**src/rtl/rasterizer_pkg.sv**
```systemverilog
// Shared types for the rasterizer backend: FSM states, coordinate/edge widths and vector types.
package rasterizer_pkg;

    localparam int DW = 12;
    localparam int EW = 2 * DW;

    typedef enum logic [1:0] {
        S_IDLE  = 2'd0,
        S_SCAN  = 2'd1,
        S_DRAIN = 2'd2,
        S_DONE  = 2'd3
    } backend_state_t;

    typedef logic signed [DW-1:0] coord_t;
    typedef logic signed [EW-1:0] edge_t;

    typedef struct packed {
        coord_t x;
        coord_t y;
    } vec2_t;

endpackage

```
**src/rtl/rasterizer_backend_edge_stepper.sv**
```systemverilog
// Row/current accumulator pair for one incrementally stepped plane equation (edge or z).
module edge_stepper #(
    parameter int ACC_W   = 24,
    parameter int DELTA_W = 12
) (
    input  logic                     clk,
    input  logic                     rst,
    input  logic                     load_i,
    input  logic                     step_x_i,
    input  logic                     step_row_i,
    input  logic signed [ACC_W-1:0]  init_i,
    input  logic signed [DELTA_W-1:0] dx_i,
    input  logic signed [DELTA_W-1:0] dy_i,
    output logic signed [ACC_W-1:0]  cur_o
);

    logic signed [ACC_W-1:0] row_q;
    logic signed [ACC_W-1:0] cur_q;
    logic signed [ACC_W-1:0] dx_q;
    logic signed [ACC_W-1:0] dy_q;
    logic signed [ACC_W-1:0] row_d;

    assign row_d = row_q + dy_q;
    assign cur_o = cur_q;

    always_ff @(posedge clk or posedge rst) begin
        if (rst) begin
            row_q <= '0;
            cur_q <= '0;
            dx_q  <= '0;
            dy_q  <= '0;
        end else if (load_i) begin
            row_q <= init_i;
            cur_q <= init_i;
            dx_q  <= {{(ACC_W-DELTA_W){dx_i[DELTA_W-1]}}, dx_i};
            dy_q  <= {{(ACC_W-DELTA_W){dy_i[DELTA_W-1]}}, dy_i};
        end else if (step_row_i) begin
            // New row restarts from the left column of the row below.
            row_q <= row_d;
            cur_q <= row_d;
        end else if (step_x_i) begin
            cur_q <= cur_q + dx_q;
        end
    end

endmodule

```
**src/rtl/rasterizer_backend.sv**
```systemverilog
// Walks a set-up triangle's bounding box one pixel per clock and streams covered fragments.
module rasterizer_backend
    import rasterizer_pkg::*;
#(
    parameter int DATAWIDTH = DW
) (
    input  logic                          clk,
    input  logic                          rst,
    output logic                          ready,
    input  logic                          i_dv,
    input  logic signed [DATAWIDTH-1:0]   i_bb_tl [2],
    input  logic signed [DATAWIDTH-1:0]   i_bb_br [2],
    input  logic signed [2*DATAWIDTH-1:0] i_edge_val0,
    input  logic signed [2*DATAWIDTH-1:0] i_edge_val1,
    input  logic signed [2*DATAWIDTH-1:0] i_edge_val2,
    input  logic signed [DATAWIDTH-1:0]   i_edge_delta0 [2],
    input  logic signed [DATAWIDTH-1:0]   i_edge_delta1 [2],
    input  logic signed [DATAWIDTH-1:0]   i_edge_delta2 [2],
    input  logic [DATAWIDTH-1:0]          i_z_coeff,
    input  logic signed [DATAWIDTH-1:0]   i_z_coeff_delta [2],
    output logic signed [DATAWIDTH-1:0]   o_x,
    output logic signed [DATAWIDTH-1:0]   o_y,
    output logic [DATAWIDTH-1:0]          o_z,
    output logic                          o_dv,
    input  logic                          i_ready,
    output logic                          o_done,
    output backend_state_t                o_state
);

    localparam int AW = 2 * DATAWIDTH;
    localparam int ZW = DATAWIDTH + 2;
    localparam logic signed [AW-1:0] E_ZERO = '0;
    localparam logic signed [ZW-1:0] Z_ZERO = '0;
    localparam logic signed [ZW-1:0] Z_MAX  = ZW'((1 << DATAWIDTH) - 1);

    backend_state_t state_q;
    logic signed [DATAWIDTH-1:0] tl_x_q, tl_y_q, br_x_q, br_y_q;
    logic signed [DATAWIDTH-1:0] x_q, y_q, x_d, y_d;

    // Evaluation stage: result of the pixel stepped on the previous unstalled clock.
    logic                        ev_vld_q, ev_cov_q;
    logic signed [DATAWIDTH-1:0] ev_x_q, ev_y_q;
    logic [DATAWIDTH-1:0]        ev_z_q;

    logic                        o_dv_q, o_done_q;
    logic signed [DATAWIDTH-1:0] o_x_q, o_y_q;
    logic [DATAWIDTH-1:0]        o_z_q;

    logic signed [AW-1:0]        edge_init [3];
    logic signed [DATAWIDTH-1:0] edge_dx [3];
    logic signed [DATAWIDTH-1:0] edge_dy [3];
    logic signed [AW-1:0]        edge_cur [3];
    logic signed [ZW-1:0]        z_cur;
    logic [DATAWIDTH-1:0]        z_clamped;

    logic load, out_free, degen, last_px, row_end, scan_go, step_x, step_row, covered;

    assign edge_init[0] = i_edge_val0;
    assign edge_init[1] = i_edge_val1;
    assign edge_init[2] = i_edge_val2;
    assign edge_dx[0]   = i_edge_delta0[0];
    assign edge_dy[0]   = i_edge_delta0[1];
    assign edge_dx[1]   = i_edge_delta1[0];
    assign edge_dy[1]   = i_edge_delta1[1];
    assign edge_dx[2]   = i_edge_delta2[0];
    assign edge_dy[2]   = i_edge_delta2[1];

    assign ready    = (state_q == S_IDLE);
    assign load     = ready && i_dv;
    assign out_free = !(o_dv_q && !i_ready);
    assign degen    = (tl_x_q > br_x_q) || (tl_y_q > br_y_q);
    assign row_end  = (x_q == br_x_q);
    assign last_px  = row_end && (y_q == br_y_q);
    assign scan_go  = (state_q == S_SCAN) && !degen && out_free;
    assign step_x   = scan_go && !last_px && !row_end;
    assign step_row = scan_go && !last_px && row_end;
    assign covered  = (edge_cur[0] >= E_ZERO) && (edge_cur[1] >= E_ZERO) && (edge_cur[2] >= E_ZERO);

    for (genvar g = 0; g < 3; g++) begin : g_edge
        edge_stepper #(.ACC_W(AW), .DELTA_W(DATAWIDTH)) u_edge (
            .clk       (clk),
            .rst       (rst),
            .load_i    (load),
            .step_x_i  (step_x),
            .step_row_i(step_row),
            .init_i    (edge_init[g]),
            .dx_i      (edge_dx[g]),
            .dy_i      (edge_dy[g]),
            .cur_o     (edge_cur[g])
        );
    end

    edge_stepper #(.ACC_W(ZW), .DELTA_W(DATAWIDTH)) u_z (
        .clk       (clk),
        .rst       (rst),
        .load_i    (load),
        .step_x_i  (step_x),
        .step_row_i(step_row),
        .init_i    ({2'b00, i_z_coeff}),
        .dx_i      (i_z_coeff_delta[0]),
        .dy_i      (i_z_coeff_delta[1]),
        .cur_o     (z_cur)
    );

    always_comb begin
        z_clamped = z_cur[DATAWIDTH-1:0];
        if (z_cur < Z_ZERO) begin
            z_clamped = '0;
        end else if (z_cur > Z_MAX) begin
            z_clamped = '1;
        end
    end

    always_comb begin
        x_d = x_q + DATAWIDTH'(1);
        y_d = y_q;
        if (row_end) begin
            x_d = tl_x_q;
            y_d = y_q + DATAWIDTH'(1);
        end
    end

    always_ff @(posedge clk or posedge rst) begin
        if (rst) begin
            state_q  <= S_IDLE;
            tl_x_q   <= '0;
            tl_y_q   <= '0;
            br_x_q   <= '0;
            br_y_q   <= '0;
            x_q      <= '0;
            y_q      <= '0;
            ev_vld_q <= 1'b0;
            ev_cov_q <= 1'b0;
            ev_x_q   <= '0;
            ev_y_q   <= '0;
            ev_z_q   <= '0;
            o_dv_q   <= 1'b0;
            o_done_q <= 1'b0;
            o_x_q    <= '0;
            o_y_q    <= '0;
            o_z_q    <= '0;
        end else begin
            case (state_q)
                S_IDLE: begin
                    o_done_q <= 1'b0;
                    if (i_dv) begin
                        tl_x_q  <= i_bb_tl[0];
                        tl_y_q  <= i_bb_tl[1];
                        br_x_q  <= i_bb_br[0];
                        br_y_q  <= i_bb_br[1];
                        x_q     <= i_bb_tl[0];
                        y_q     <= i_bb_tl[1];
                        state_q <= S_SCAN;
                    end
                end
                S_SCAN: begin
                    if (degen) begin
                        state_q  <= S_DONE;
                        o_done_q <= 1'b1;
                    end else if (out_free) begin
                        ev_vld_q <= 1'b1;
                        ev_cov_q <= covered;
                        ev_x_q   <= x_q;
                        ev_y_q   <= y_q;
                        ev_z_q   <= z_clamped;
                        x_q      <= x_d;
                        y_q      <= y_d;
                        if (last_px) begin
                            state_q <= S_DRAIN;
                        end
                    end
                end
                S_DRAIN: begin
                    // Finish only once the evaluation stage is empty and the output slot is free.
                    if (out_free) begin
                        ev_vld_q <= 1'b0;
                        if (!ev_vld_q) begin
                            state_q  <= S_DONE;
                            o_done_q <= 1'b1;
                        end
                    end
                end
                S_DONE: begin
                    o_done_q <= 1'b0;
                    state_q  <= S_IDLE;
                end
                default: state_q <= S_IDLE;
            endcase

            if (out_free) begin
                o_dv_q <= ev_vld_q && ev_cov_q;
                if (ev_vld_q && ev_cov_q) begin
                    o_x_q <= ev_x_q;
                    o_y_q <= ev_y_q;
                    o_z_q <= ev_z_q;
                end
            end
        end
    end

    assign o_x     = o_x_q;
    assign o_y     = o_y_q;
    assign o_z     = o_z_q;
    assign o_dv    = o_dv_q;
    assign o_done  = o_done_q;
    assign o_state = state_q;

endmodule

```
**config.mk**
```make
export PLATFORM = sky130hd
export DESIGN_NAME = rasterizer_backend
export DESIGN_NICKNAME = d
export VERILOG_FILES = /design/src/rtl/rasterizer_pkg.sv /design/src/rtl/rasterizer_backend_edge_stepper.sv /design/src/rtl/rasterizer_backend.sv
export SDC_FILE = /design/constraint.sdc
export NUM_CORES = 1
export LEC_CHECK = 0
export BUFFER_PORTS_ARGS = -buffer_cell sky130_fd_sc_hd__buf_2
export CAP_MARGIN = 20
export CORE_MARGIN = 3
export CORE_UTILIZATION = 45
export DETAILED_ROUTE_END_ITERATION = 8
export HOLD_SLACK_MARGIN = 0.12
export PLACE_DENSITY = 0.77
export SKIP_CTS_REPAIR_TIMING = 1
export SYNTH_ARGS = -nofsm -noshare
export SYNTH_HDL_FRONTEND = slang
export SYNTH_SLANG_ARGS = --single-unit
```
**constraint.sdc**
```tcl
create_clock -name clk -period 12.9 [get_ports clk]
set_clock_uncertainty 0.15 [all_clocks]
set_input_delay 1.935 -clock clk [delete_from_list [all_inputs] [get_ports clk]]
set_output_delay 1.935 -clock clk [all_outputs]
set_load 0.03 [all_outputs]
```
### After elaboration in Yosys (flattened, before gate mapping)

Index checks and enable logic that the tools add are counted.
Widths: inputs -> output; s select.

* register bits: 418
* input port bits: 232
* output and inout port bits: 41
* logic and storage cells: 144

* add/subtract/negate cells: 10
* magnitude comparators: 7
* eq/ne operators: 14
* mux-type cells: 47
* bitwise gates (word level): 2
* reduce and logical (&&, ||, !) cells: 31

Operators with widths (number)
* $mux 24: 15
* $add 24x12->24: 6
* $mux 12: 10
* $ge 24x1->1 const B: 3
* $mux 14: 5
* $pmux 12 s2: 2
* $add 14x12->14: 2
* $add 12x2->12 const B: 2
* $eq 12x12->1: 2
* $gt 12x12->1: 2
* $gt 14x13->1 const B: 1
* $lt 14x1->1 const B: 1
* $mux 2: 6
* $ne 2x2->1 const B: 6
* $logic_and 1x1->1: 11
* $reduce_and 5->1: 2
* $pmux 2 s4: 1
* $reduce_and 4->1: 2
* $mux 1: 6
* $ne 3x3->1 const B: 2
* $reduce_and 3->1: 2
* $reduce_bool 2->1: 3
* $logic_not 1->1: 5
* $eq 2x2->1 const B: 2
* other kinds (10): 12

### Depth between registers and ports, before layout

* depth after elaboration: 10
* depth in mapped cells: 14
* gate-level depth less buffers: 12

### Cells and area by module

From an unflattened synthesis, not the netlist that was laid out.

* cell total of the unflattened synthesis: 2712
* area total of the unflattened synthesis: 26486.7 sq um

By module, submodules not included
* rasterizer_backend: times used 1, cells each 673, area an instance 7522.2 sq um, seq. area each 3753.6 sq um
* edge_stepper (g_edge[0].u_edge): times used 1, cells each 585, area an instance 5375.2 sq um, seq. area each 1801.7 sq um
* edge_stepper (g_edge[1].u_edge): times used 1, cells each 565, area an instance 5193.7 sq um, seq. area each 1801.7 sq um
* edge_stepper (g_edge[2].u_edge): times used 1, cells each 557, area an instance 5086.1 sq um, seq. area each 1801.7 sq um
* edge_stepper (u_z): times used 1, cells each 332, area an instance 3309.4 sq um, seq. area each 1301.2 sq um

### Worst setup path before layout

OpenSTA, ideal clock, no wires.

* path kind: input to register
* start point: in i_ready
* end point: reg g_edge[0].u_edge.row_q[7]
* setup time: 137 ps
* arrival time: 4027 ps
* required time: 12613 ps
* slack: 8586 ps
* stages: 11
* buffers on the path: 5
* cells stage by stage: nand2b_1 clkbuf_1 nand2_1 or4_1 buf_2 or3_1 buf_2 buf_6 clkbuf_1 a21oi_1 a21oi_1

* cells in the longest elaborated chain, start to end: 7

RTL lines
* start: declaration: line rasterizer_backend.sv:25 `input logic i_ready,`
* $logic_not 1->1: line rasterizer_backend.sv:70 `assign out_free = !(o_dv_q && !i_ready);`
* $logic_and 1x1->1: line rasterizer_backend.sv:70
* $logic_not 1->1: line rasterizer_backend.sv:70
* $logic_and 1x1->1: line rasterizer_backend.sv:74 `assign scan_go = (state_q == S_SCAN) && !degen && out_free;`
* $logic_and 1x1->1 (2 in a row): line rasterizer_backend.sv:76 `assign step_row = scan_go && !last_px && row_end;`
* $reduce_bool 2->1 (no line)
* end signal: assignment: line rasterizer_backend_edge_stepper.sv:33 `row_q <= init_i;`
* end signal: assignment: line rasterizer_backend_edge_stepper.sv:39 `row_q <= row_d;`
* end: declaration: line rasterizer_backend_edge_stepper.sv:17 `logic signed [ACC_W-1:0] row_q;`

Every way passes these cells.
A chain may end at the register's enable or synchronous reset.

### Final worst setup path

* start point: in i_ready
* end point: reg g_edge[0].u_edge.cur_q[23]

* cells in the longest elaborated chain, start to end: 8
* elaborated cells on any way between the ends: 10
* classes of those cells: 2 x mux; 8 x reduce/logical

RTL lines
* $logic_not 1->1 *: line rasterizer_backend.sv:70
* $logic_and 1x1->1 *: line rasterizer_backend.sv:70
* $logic_not 1->1 *: line rasterizer_backend.sv:70
* $logic_and 1x1->1 *: line rasterizer_backend.sv:74
* $logic_and 1x1->1 *: line rasterizer_backend.sv:75, rasterizer_backend.sv:76
* $logic_and 1x1->1: line rasterizer_backend.sv:76
* $mux 24: line rasterizer_backend_edge_stepper.sv:37 `end else if (step_row_i) begin`
* $mux 24: line rasterizer_backend_edge_stepper.sv:32 `end else if (load_i) begin`
* end signal: assignment: line rasterizer_backend_edge_stepper.sv:34 `cur_q <= init_i;`
* end signal: assignment: line rasterizer_backend_edge_stepper.sv:40 `cur_q <= row_d;`
* end signal: assignment: line rasterizer_backend_edge_stepper.sv:42 `cur_q <= cur_q + dx_q;`
* end: declaration: line rasterizer_backend_edge_stepper.sv:18 `logic signed [ACC_W-1:0] cur_q;`

Every way passes the cells marked *; elsewhere a longest branch is shown, timed or not.

==> impl_metrics.yaml <==
outcome:
  outcome: "complete, no violations"
job:
  cap_violations: 0
sta:
  maxSlewViolCount: 0
  final-setup-viol-count: 0
  worst_pin_slew_ns: 1.12
  relSlewSlack_pct: 25.4
  clock.fmax_mhz: 187
  hold_viol: 0
  setup_tns_ns: 0
  rsz0062_at_grt: "no"
  period_minus_slack_ns: 5.35
  fin_crit_sh_pct: 41.4
  finalWorstSetupSlack_ns: 7.55
synthesis:
  synth_area_um2: 26000
  synth_nets: 3458
  ys_warn_count: 0
  post_synth_inst_count: 3025
  yosysTopAreaCell: "dfrtp_1"
  yosys-top-cells-area: "dfrtp_1, nand2_1, ha_1"
  synth_edf_count: 0
  synth_cell_type_count: 73
  ys.flop_type: "dfrtp_1"
  syn_area_per_cell_um2: 8.58
  synth-async-reset-ratio_pct: 100
  ys_ff_latch: 418
  seq_area_frac_synth_pct: 40.3
  synth_top_cell_area_share_pct: 40.3
global_route:
  grt_usage_pct: 23.3
  grt_pass1_wl_mm: 114
  grt_antenna_before_repair: 8
  grt_overflow: 0
  first_global_vias: 21658
  grt_max_degree: 189
power:
  ir_drop_mv: 0.151
  p_leak_uw: 0.0147
  power.density_nw_per_um2: 313
  total_power_uw: 9310
route:
  via_per_inst: 5.65
  drc: 0
  drtIter0Drc: 1524
  wl_per_cell_um: 17.9
  drtAntennaViolNets: 0
  vias: 22786
  drt_pass1_iterations: 5
  wl_mm: 72.1
setup_path:
  crit_buf_inv: 3
  worst_ep_arrival_time_ns: 5.71
  worstSetupPathType: "in -> reg"
  cp-start-kind: "input pin"
  worstPathRequired_ns: 13.27
  cp_slowest_cell: "or4_2"
  crit_top_cell: "nand2_1"
  startpoint: "i_ready"
  worst_setup_path_end_kind: "register"
  path_delay_family: "simple AND/OR/NAND/NOR gates"
  path_max_fanout: 87
  slowest_delay_ns: 1.04
  r2r_start: "o_state[1]"
  path_cells: "buf_2 > nand2b_1 > nand2_1 > or4_2 > buf_12 > o21ai_4 > buf_4 > nand2_1 > o31a_1 > nand4b_1"
placement:
  gp_congestion: 0.874
  placed_area_um2: 28000
  place_hpwl_mm: 50.9
  port-buffer-count: 272
  place_ws_ns: 6.97
clocking:
  clock-sinks: 418
  cts_buffer_depth: 3
  insertion_delay_ns: 0.59
  cts_buffers: 47
  cts_root_buf: "clkbuf_16"
  htree_levels: 2
  clk_pin_slew_worst_paths_ns: 0.06
  cts_tree: "built"
die:
  die_h_um: 246
  rows: 87
  num_io_pins: 273
  start_util_pct: 45.8
  dieArea_um2: 60600
  core_um2: 56700
  die_x_um: 246
min_path:
  hold_path_class: "reg -> reg"
  hold_start: "ev_x_q[6]"
layout:
  layout.nets: 3671
  fill_cells: 5244
  fin_area_um2: 29700
  syn_to_final_growth_pct: 14.4
  drive_above_1_share_pct: 13.5
==> cell usage in the layout, fill, tap and decap left out, types with 8 or more instances in the layout <==
master and count:
ha_1 192, a22oi_1 18, xor2_1 65, nand2_1 714, nor3_1 49, buf_2 272
or3_1 19, buf_4 17, a21boi_0 9, o31ai_1 46, o211ai_1 24, inv_1 74
nor4_1 19, o21bai_1 8, mux2_2 39, a31oi_1 39, clkbuf_1 9, o21a_1 22
clkbuf_8 9, fa_1 8, o22ai_1 9, clkinv_2 8, nand2b_1 19, nor2_1 194
o31a_1 9, a211oi_1 32, and3_1 21, a21oi_1 253, xnor2_1 97, dfrtp_1 418
nand3_1 64, clkbuf_16 49, o41ai_1 9, nand4_1 19, mux2i_1 18, o21ai_0 155
nor2b_1 26, a21o_1 90
==> final cells by class <==
type,count,area (um^2),area share [%]
diodes,2,5.00,0.0169
clock buffers,67,1380,4.66
clock inverters,18,253,0.851
inverters,75,285,0.961
multi-input cells,2402,14800,49.8
flip-flops and latches,418,10500,35.2
well taps,756,946,3.19
repair buffers,294,1580,5.34
==> power breakdown <==
group / internal (uW) / switching (uW)
Sequential: 1940 / 512
Combinational: 2280 / 3150
Clock: 865 / 561
==> worst reg2reg max path, delay by kind of cell (launching register included) <==
| kind | cells | cell delay, ns |
|---|---|---|
| buf+inv | 3 | 1.10 |
| compound gates | 2 | 0.51 |
| fa+ha+maj | 1 | 0.89 |
| simple gates | 4 | 2.00 |
| flops | 1 | 0.42 |
==> worst paths after layout <==
check / endpoint / slack (ns) / depth (start not counted)
worst max-delay path: g_edge[0].u_edge.cur_o[23] / 7.55 / 10
worst min-delay path: ev_x_q[6] / 0.32 / 2
worst max register to register: g_edge[0].u_edge.cur_o[23] / 7.78 / 10
worst min register to register: ev_x_q[6] / 0.32 / 2
max in group asynchronous: g_edge[0].u_edge.dx_q[2] / 9.54 / 4
min in group asynchronous: o_y[11] / 1.48 / 3
==> logic make-up (layout without fill, tap and decap cells) <==
| logic type | Yosys count | after routing | share of synthesized area, % |
|---|---|---|---|
| other | 0 | 2 | 0 |
| adders and majority gates | 201 | 201 | 9.92 |
| xor gates and xnor gates | 163 | 163 | 5.55 |
| buffers and inverters | 205 | 454 | 3.03 |
| and+or+nand+nor | 1185 | 1185 | 19.4 |
| AOI/OAI and AO/OA | 796 | 796 | 19.4 |
| DFF | 418 | 418 | 40.3 |
| muxes | 57 | 57 | 2.39 |
==> registers in the layout, summed over array words and instances, names as in the netlist, 14 cells and up <==
| signal | flops |
|---|---|
| g_edge.u_edge.cur_o | 72 |
| u_z.cur_o | 14 |
| g_edge.u_edge.row_q | 72 |
| g_edge.u_edge.dy_q | 36 |
| u_z.row_q | 14 |
| g_edge.u_edge.dx_q | 36 |
==> per-stage QoR <==
stage / util (%) / hold slack, ns / std cells
finish: 52.4 / 0.318 / 4032
detailed placement: 49.4 / 0.307 / 3944
global route: 52.3 / 0.344 / 4030
global placement: 49.4 / 0.304 / 3943
CTS: 52.3 / 0.321 / 4029
floorplan: - / 0.290 / 3025
==> per-layer routing <==
layer	vias up	track usage, %	share of wire (%)	routed length [um]
met5	-	0	0.096	69
met3	125	4.22	7.4	5320
met2	693	37.6	46	32900
met4	12	7.14	2.7	1930
li1	11091	-	-	-
met1	10865	32.0	44	31900
==> synth_stat cells (6+ instances only) <==
| cell | count |
|---|---|
| ha_1 | 193 |
| fa_1 | 8 |
| nor2_1 | 197 |
| and3_1 | 21 |
| o21ai_0 | 157 |
| o22ai_1 | 9 |
| mux2i_1 | 18 |
| o41ai_1 | 9 |
| dfrtp_1 | 418 |
| a21boi_0 | 9 |
| nor3_1 | 50 |
| a211o_1 | 6 |
| o21bai_1 | 8 |
| nand3_1 | 64 |
| a22oi_1 | 18 |
| a2111oi_0 | 6 |
| or2_2 | 6 |
| a221oi_1 | 7 |
| xor2_1 | 65 |
| mux2_2 | 39 |
| inv_1 | 75 |
| a211oi_1 | 32 |
| nand4_1 | 19 |
| o211ai_1 | 24 |
| nor4_1 | 19 |
| or3_1 | 20 |
| o31ai_1 | 46 |
| a31oi_1 | 39 |
| a21o_1 | 90 |
| buf_1 | 21 |
| xnor2_1 | 97 |
| o31a_1 | 9 |
| buf_2 | 7 |
| nor2b_1 | 27 |
| clkbuf_1 | 101 |
| nand2b_1 | 19 |
| a21oi_1 | 253 |
| and2_1 | 8 |
| o21a_1 | 23 |
| a221o_1 | 7 |
| nand2_1 | 715 |
Note: power is estimated with default switching activity, not from simulation.
